File: src/rtl/cpu_run_ctrl.sv
// Run/step/breakpoint sequencer for the single-issue cpu core.
// Owns pc_en (fetch advance + EX commit) and keeps run-time performance counters.
module cpu_run_ctrl #(
    parameter int PC_W       = 32,
    parameter int CNT_W      = 32,
    parameter int RESET_HOLD = 4
) (
    input  logic             clk,
    input  logic             rst,
    input  logic             run,
    input  logic             step_btn,
    input  logic             bp_en,
    input  logic [PC_W-1:0]  bp_addr,
    input  logic [PC_W-1:0]  pc,
    input  logic             halt_req,
    input  logic             clr_cnt,
    output logic             pc_en,
    output logic [2:0]       state,
    output logic             halted,
    output logic [CNT_W-1:0] cycle_cnt,
    output logic [CNT_W-1:0] instr_cnt
);

    typedef enum logic [2:0] {
        S_HOLD = 3'd0,
        S_HALT = 3'd1,
        S_RUN  = 3'd2,
        S_STEP = 3'd3,
        S_BRK  = 3'd4,
        S_ERR  = 3'd5
    } state_t;

    localparam int HOLD_W = (RESET_HOLD < 2) ? 1 : $clog2(RESET_HOLD + 1);
    localparam logic [HOLD_W-1:0] HOLD_INIT = HOLD_W'(RESET_HOLD);
    localparam logic [HOLD_W-1:0] HOLD_ONE  = HOLD_W'(1);
    localparam logic [CNT_W-1:0]  CNT_ONE   = CNT_W'(1);

    state_t            fsm;
    logic [HOLD_W-1:0] hold_cnt;
    logic              bp_skip;
    logic              run_s1, run_s;
    logic              step_s1, step_s2, step_s3;
    logic              step_rise;
    logic              bp_hit;

    // Board switch and button are asynchronous; step also needs a one-shot edge.
    always_ff @(posedge clk or negedge rst) begin
        if (!rst) begin
            run_s1  <= 1'b0;
            run_s   <= 1'b0;
            step_s1 <= 1'b0;
            step_s2 <= 1'b0;
            step_s3 <= 1'b0;
        end else begin
            run_s1  <= run;
            run_s   <= run_s1;
            step_s1 <= step_btn;
            step_s2 <= step_s1;
            step_s3 <= step_s2;
        end
    end

    assign step_rise = step_s2 & ~step_s3;
    assign bp_hit    = bp_en & (pc == bp_addr) & ~bp_skip;

    always_comb begin
        pc_en = 1'b0;
        case (fsm)
            S_RUN:   pc_en = ~bp_hit & ~halt_req;
            S_STEP:  pc_en = ~halt_req;
            default: pc_en = 1'b0;
        endcase
    end

    assign state = fsm;

    // bp_skip lets a resume from a breakpoint execute the breakpoint instruction once.
    always_ff @(posedge clk or negedge rst) begin
        if (!rst) begin
            fsm      <= S_HOLD;
            hold_cnt <= HOLD_INIT;
            bp_skip  <= 1'b0;
            halted   <= 1'b0;
        end else begin
            case (fsm)
                S_HOLD: begin
                    if (hold_cnt == HOLD_ONE) begin
                        fsm    <= S_HALT;
                        halted <= 1'b1;
                    end else begin
                        hold_cnt <= hold_cnt - HOLD_ONE;
                    end
                end
                S_HALT: begin
                    if (run_s) begin
                        fsm     <= S_RUN;
                        halted  <= 1'b0;
                        bp_skip <= 1'b1;
                    end else if (step_rise) begin
                        fsm    <= S_STEP;
                        halted <= 1'b0;
                    end
                end
                S_RUN: begin
                    if (halt_req) begin
                        fsm     <= S_ERR;
                        halted  <= 1'b1;
                        bp_skip <= 1'b0;
                    end else if (bp_hit) begin
                        fsm     <= S_BRK;
                        halted  <= 1'b1;
                        bp_skip <= 1'b0;
                    end else if (!run_s) begin
                        fsm     <= S_HALT;
                        halted  <= 1'b1;
                        bp_skip <= 1'b0;
                    end else if (pc_en) begin
                        bp_skip <= 1'b0;
                    end
                end
                S_STEP: begin
                    halted <= 1'b1;
                    fsm    <= halt_req ? S_ERR : S_HALT;
                end
                S_BRK: begin
                    if (!run_s) begin
                        fsm <= S_HALT;
                    end
                end
                S_ERR: begin
                    fsm <= S_ERR;
                end
                default: begin
                    fsm    <= S_HOLD;
                    halted <= 1'b0;
                end
            endcase
        end
    end

    // A same-cycle clear beats the increment.
    always_ff @(posedge clk or negedge rst) begin
        if (!rst) begin
            cycle_cnt <= '0;
            instr_cnt <= '0;
        end else if (clr_cnt) begin
            cycle_cnt <= '0;
            instr_cnt <= '0;
        end else begin
            if (fsm == S_RUN || fsm == S_STEP) begin
                cycle_cnt <= cycle_cnt + CNT_ONE;
            end
            if (pc_en) begin
                instr_cnt <= instr_cnt + CNT_ONE;
            end
        end
    end

endmodule
File: config.mk
export PLATFORM = sky130hd
export DESIGN_NAME = cpu_run_ctrl
export DESIGN_NICKNAME = d
export VERILOG_FILES = /design/src/rtl/cpu_run_ctrl.sv
export SDC_FILE = /design/constraint.sdc
export NUM_CORES = 1
export LEC_CHECK = 0
export CAP_MARGIN = 40
export CORE_MARGIN = 2
export CORE_UTILIZATION = 45
export CTS_BUF_LIST = sky130_fd_sc_hd__clkbuf_8
export DETAILED_ROUTE_END_ITERATION = 8
export PLACE_DENSITY_LB_ADDON = 0.3
export SYNTH_ARGS = -nofsm -noshare
export SYNTH_HDL_FRONTEND = slang
export SYNTH_SLANG_ARGS = --single-unit
File: constraint.sdc
create_clock -name clk -period 2.9 [get_ports clk]
set_clock_uncertainty 0.15 [all_clocks]
set_input_delay 0.58 -clock clk [delete_from_list [all_inputs] [get_ports clk]]
set_output_delay 0.58 -clock clk [all_outputs]
set_load 0.005 [all_outputs]
==> impl_metrics.json, run 1 <==
{
  "power_leakage_uw": 0.00283,
  "pin_count": 140,
  "cellPowerDensity_nw_per_um2": 422,
  "criticalPathCategory": "in2out",
  "avgRoutedWirePerCell_um": 15.6,
  "holdWs_ns": 0.0332,
  "gp_congestion": 0.913,
  "grt_first_pass_wirelength_um": 19400,
  "drc": 0,
  "portBuffers": 139,
  "grt_usage_pct": 23.4,
  "hold_violations": 0,
  "final_common_cell": "clkdlybuf4s50_1",
  "worstReg2RegStart": "instr_cnt[2]",
  "reg2regPathDepth": 6,
  "synth_area_per_cell_sq_um": 9.28,
  "firstDrtPassIters": 6,
  "cts_tree": "built",
  "syn_nets": 538,
  "grt_pass1_vias": 4020,
  "die_area_sq_um": 10300,
  "setup_viol": 0,
  "n_antenna_cell": 0,
  "max_freq_mhz": 354,
  "area.growth.synth_to_final_pct": 46.2,
  "startpoint": "pc[1]",
  "clock_latency_ns": 0.34,
  "rsz0062_at_grt": "no",
  "ff2ff_setup_slack_ns": 0.53,
  "layout_common_cells": "clkdlybuf4s50_1 (80), dfrtp_1 (76), nor2_1 (43)",
  "synth_top_flop_cell": "dfrtp_1",
  "cp_max_fo": 2,
  "drt_wl_total_um": 11700,
  "initial_core_util_pct": 46.5,
  "rows": 35,
  "synthArstFlopShare_pct": 100,
  "ys_ff_latch": 77,
  "synth-edff-count": 0,
  "clk_pin_slew_ns": 0.08,
  "via_per_inst": 5.44,
  "cts.sinks": 77,
  "ys_seq_area_share_pct": 44.9,
  "endpoint": "pc_en",
  "vias": 4098,
  "dpl_cell_area_sq_um": 5930,
  "synthCells": 463,
  "max-cap-violations": 0,
  "synth_warnings": 0,
  "relSlewSlack_pct": 63.0,
  "cts_buffer_depth": 2,
  "cts_max_level": 3,
  "period_needed_ns": 2.82,
  "outcome": "finished clean",
  "antenna_found_initial": 0,
  "grt_overflow_total": 0,
  "drtIter0Drc": 166,
  "critPathLaunchType": "primary input",
  "grt_max_degree": 45,
  "finalCritPeriodShare_pct": 97.3,
  "rr_endpoint": "instr_cnt[21]",
  "worst_pin_slew_ns": 0.550,
  "endpoint_kind": "output port",
  "place_hpwl_um": 8580,
  "fin_area_sq_um": 6280,
  "die_x_um": 102,
  "p_total_uw": 2650,
  "cts_made_buffers": 9,
  "cts_hold_buf": 0,
  "nets": 694,
  "drv_slew": 0,
  "required_ns": 2.17,
  "antenna_left": 0,
  "hold_path.class": "in2async",
  "coreArea_sq_um": 9240,
  "layout-drive-gt1-share_pct": 10.9,
  "ys_types": 47,
  "die_h_um": 102,
  "peakVddDrop_mv": 0.330,
  "timing.critical_path.arrival_ns": 2.09,
  "synth_area_sq_um": 4300,
  "clockRootBuffer": "clkbuf_8"
}
[repair_timing]
| action | 4_1_cts | 5_1_grt |
|---|---|---|
| gates resized for setup | 25 | 51 |
| pin swaps | 11 | 26 |
| setup endpoints to repair | 1 | 1 |
| buffers inserted | 0 | 1 |
| hold endpoints to repair | 0 | 0 |
[how the worst min path moves through the flow]
stage | to | cells past startpoint | from
3_3_place_gp | run_s | 0 | run_s1
5_1_grt | step_s2 | 1 | rst
4_1_cts | step_s2 | 1 | rst
2_1_floorplan | bp_skip | 0 | rst
6_report | step_s2 | 1 | rst
3_5_place_dp | run_s | 0 | run_s1
[logic make-up (layout without fill, tap and decap cells)]
group	after synthesis	count (layout)	synth area share [%]
and+or+nand+nor	208	208	26.5
AOI/OAI and AO/OA	88	88	13.0
DFF	77	77	44.9
xor gates and xnor gates	54	54	11.0
buffers and inverters	31	192	3.20
adders and majority gates	4	4	1.16
muxes	1	1	0.233
[stage by stage]
stage | utilization [%] | setup WS (ns) | instances | TNS (ns)
after floorplan | - | 0.341 | 463 | 0
after global placement | 64.2 | -0.452 | 736 | -0.778
after detailed placement | 64.2 | -0.439 | 736 | -1.14
after CTS | 66.5 | 0.00334 | 752 | 0
after global routing | 68.0 | 0.000767 | 753 | 0
final | 68.0 | 0.0779 | 753 | 0
[final cells by class]
cell class	count	area, sq um
timing repair buffer	158	1630
sequential	77	1930
fill	751	2960
clock buffer	10	138
tap	129	161
multi-input combinational	355	2300
inverter	18	67.6
clock inverter	6	55.1
[Yosys cell counts, types with 8 or more instances]
cell      number  area (sq um)
or4_1         14           105
clkbuf_1       8          30.0
nand2b_1       9          56.3
xnor2_1       36           315
and3_1        10          62.6
o31ai_1       12          90.1
nand2_1       30           113
dfrtp_1       76          1900
nor2_1        43           161
inv_1         18          67.6
or3_1         16           100
nand3_1       32           160
a21oi_1       32           160
xor2_1        18           158
nand4_1       18           113
o21ai_0       21           105
nor3_1        11          55.1
[per-layer routing]
metal	up-vias	track usage, %	wire length (um)
li1	1982	-	-
met3	14	5.31	535
met4	0	5.82	170
met1	1992	31.3	4970
met2	110	38.6	6040
met5	-	0	0
[registers in the layout, indices dropped and copies added (netlist names)]
name,count
halted,1
bp_skip,1
run_s,1
hold_cnt,3
state,3
step_s1,1
cycle_cnt,32
step_s2,1
run_s1,1
instr_cnt,32
step_s3,1
[where the power goes]
part           total [uW]  internal (uW)  switching [uW]  leakage (uW)
clock network         796            412             383      0.000105
registers            1210           1150            67.6       0.00105
logic                 638            322             316       0.00168
[worst max-delay path, stage by stage]
cell	delay [ns]
dlygate4sd2_1	0.26
xor2_1	0.17
a221o_1	0.28
nor3_2	0.22
nand4_1	0.23
nand2_1	0.16
inv_1	0.06
buf_2	0.12
Power figures use the tool's default switching activity.
==> run 2: changes to the inputs <==
--- a/config.mk
+++ b/config.mk
@@ -5,8 +5,8 @@
 export SDC_FILE = /design/constraint.sdc
 export NUM_CORES = 1
 export LEC_CHECK = 0
+export ABC_CLOCK_PERIOD_IN_PS = 2900
 export CAP_MARGIN = 40
-export CORE_MARGIN = 2
 export CORE_UTILIZATION = 45
 export CTS_BUF_LIST = sky130_fd_sc_hd__clkbuf_8
 export DETAILED_ROUTE_END_ITERATION = 8
==> impl_metrics.json, run 2 (synthesis gave the netlist of run 1 again) <==
{
  "layout_common_cells": "clkdlybuf4s50_1 (96), dfrtp_1 (76), nor2_1 (43)",
  "clockRootBuffer": "clkbuf_8",
  "cts_tree": "built",
  "endpoint_kind": "output port",
  "outcome": "finished clean",
  "grt_max_degree": 78,
  "power_leakage_uw": 0.00267,
  "combPwrFrac_pct": 23.3,
  "max_stage_delay_ns": 0.50,
  "coreArea_sq_um": 9240,
  "portBuffers": 139,
  "clk_pin_slew_ns": 0.08,
  "max_freq_mhz": 347,
  "cp.depth": 8,
  "cts.sinks": 77,
  "die_area_sq_um": 9940,
  "seqPwrFrac_pct": 46.4,
  "cts_max_level": 3,
  "pwr-share-clk_pct": 30.3,
  "sw_frac_of_total_pct": 29.1,
  "timing.critical_path.arrival_ns": 2.15,
  "n_antenna_cell": 0,
  "gp_congestion": 0.898,
  "relSlewSlack_pct": 65.3,
  "grt_usage_pct": 24.4,
  "setup_viol": 0,
  "dp_cells": 735,
  "p_total_uw": 2660,
  "crit_family": "buffers and inverters",
  "reg2regPathDepth": 7,
  "vias": 4087,
  "worst_pin_slew_ns": 0.516,
  "grt_pass1_vias": 4157,
  "cp_max_fo": 2,
  "rows": 35,
  "path_buf_inv": 4,
  "max-cap-violations": 0,
  "criticalPathCategory": "in2out",
  "pin_count": 140,
  "hold_violations": 0,
  "peakVddDrop_mv": 0.256,
  "cts_made_buffers": 9,
  "area.growth.synth_to_final_pct": 45.0,
  "netSwitchingPower_uw": 774,
  "initial_core_util_pct": 46.5,
  "required_ns": 2.17,
  "die_h_um": 99.7,
  "antenna_found_initial": 0,
  "cellPowerDensity_nw_per_um2": 426,
  "drv_slew": 0,
  "drt_wl_total_um": 11700,
  "drc": 0,
  "grt_overflow_total": 0,
  "antenna_left": 0,
  "worstReg2RegStart": "state[2]",
  "via_per_inst": 5.44,
  "post_cts_buffers": 0,
  "critPathLaunchType": "primary input",
  "finalCritPeriodShare_pct": 99.4,
  "place_hpwl_um": 8540,
  "drtIter0Drc": 210,
  "internal_power_uw": 1880,
  "firstDrtPassIters": 4,
  "cts_hold_buf": 0,
  "final_common_cell": "clkdlybuf4s50_1",
  "hold_path.class": "in2async",
  "layout-drive-gt1-share_pct": 10.5,
  "top_regs": "cycle_cnt: 32 flops, instr_cnt: 32 flops",
  "final_cells": 751,
  "nets": 692,
  "cts_buffer_depth": 2,
  "grt_first_pass_wirelength_um": 19400,
  "period_needed_ns": 2.88,
  "critical-path-slowest-cell": "clkdlybuf4s50_1",
  "startpoint": "pc[7]",
  "avgRoutedWirePerCell_um": 15.6,
  "die_x_um": 99.7,
  "clock_latency_ns": 0.35,
  "crit_chain": "clkdlybuf4s50_1 > o22ai_1 > nor4_2 > buf_4 > nand4_1 > nand2_2 > inv_2 > buf_2"
}
-- run 2: cell count changes in the layout (fill, tap and decap cells not counted), sizes merged --
cell / change
buf: -2
inv: -2
dlymetal6s2s: -13
clkinvlp: +2
dlygate4sd2: -3
clkdlybuf4s50: +16
-- run 2: cell type report --
cell class | instances | area (sq um)
Tap cell | 129 | 161
Sequential cell | 77 | 1930
Inverter | 18 | 67.6
Fill cell | 755 | 3010
Clock inverter | 6 | 62.6
Multi-Input combinational cell | 355 | 2280
Timing Repair Buffer | 156 | 1590
Clock buffer | 10 | 138
-- run 2: worst paths after layout --
kind                                  to  slack [ns]
max                                pc_en        0.02
max reg2reg                instr_cnt[31]        0.50
min in group clk                 step_s2        0.20
min                        cycle_cnt[13]        0.08
min reg2reg                      step_s2        0.20
max in group asynchronous    hold_cnt[2]        2.16
-- run 2: timing repair --
| item | CTS | global route |
|---|---|---|
| gates resized for setup | 22 | 35 |
| pin swaps | 10 | 19 |
| endpoints found under the setup margin | 1 | 1 |
-- run 2: layer usage --
layer / GRT usage [%] / vias to the layer above / share of wire (%)
met1: 30.7 / 1988 / 43
met5: 0 / - / 0
met4: 7.81 / 0 / 1.7
met3: 3.58 / 18 / 3.6
met2: 43.2 / 107 / 52
li1: - / 1974 / -
-- run 2: stage by stage --
step | util (%) | hold WS [ns] | area [sq um] | setup slack, ns | TNS (ns)
6_report | 67.4 | 0.0827 | 6230 | 0.0162 | 0
5_1_grt | 67.4 | 0.106 | 6230 | -0.0136 | -0.0136
4_1_cts | 66.5 | 0.105 | 6150 | 0.0108 | 0
3_5_place_dp | 64.1 | 0.187 | 5920 | -0.425 | -0.998
3_3_place_gp | 64.1 | 0.185 | 5920 | -0.441 | -0.713
2_1_floorplan | - | 0.134 | 4300 | 0.341 | 0
-- run 2: power groups by stage --
stage / clock network, uW / logic (uW) / registers [uW]
finish: 805 / 619 / 1230
global placement: 0 / 603 / 1250
detailed placement: 0 / 622 / 1250
CTS: 827 / 626 / 1230
global route: 878 / 698 / 1240
floorplan: 0 / 351 / 1220
==> run 3: changes to the inputs <==
--- a/config.mk
+++ b/config.mk
@@ -6,7 +6,6 @@
 export NUM_CORES = 1
 export LEC_CHECK = 0
 export ABC_CLOCK_PERIOD_IN_PS = 2900
-export CAP_MARGIN = 40
 export CORE_UTILIZATION = 45
 export CTS_BUF_LIST = sky130_fd_sc_hd__clkbuf_8
 export DETAILED_ROUTE_END_ITERATION = 8
==> results of run 3 <==
The final DEF is identical to that of run 2; final timing and power are the same.
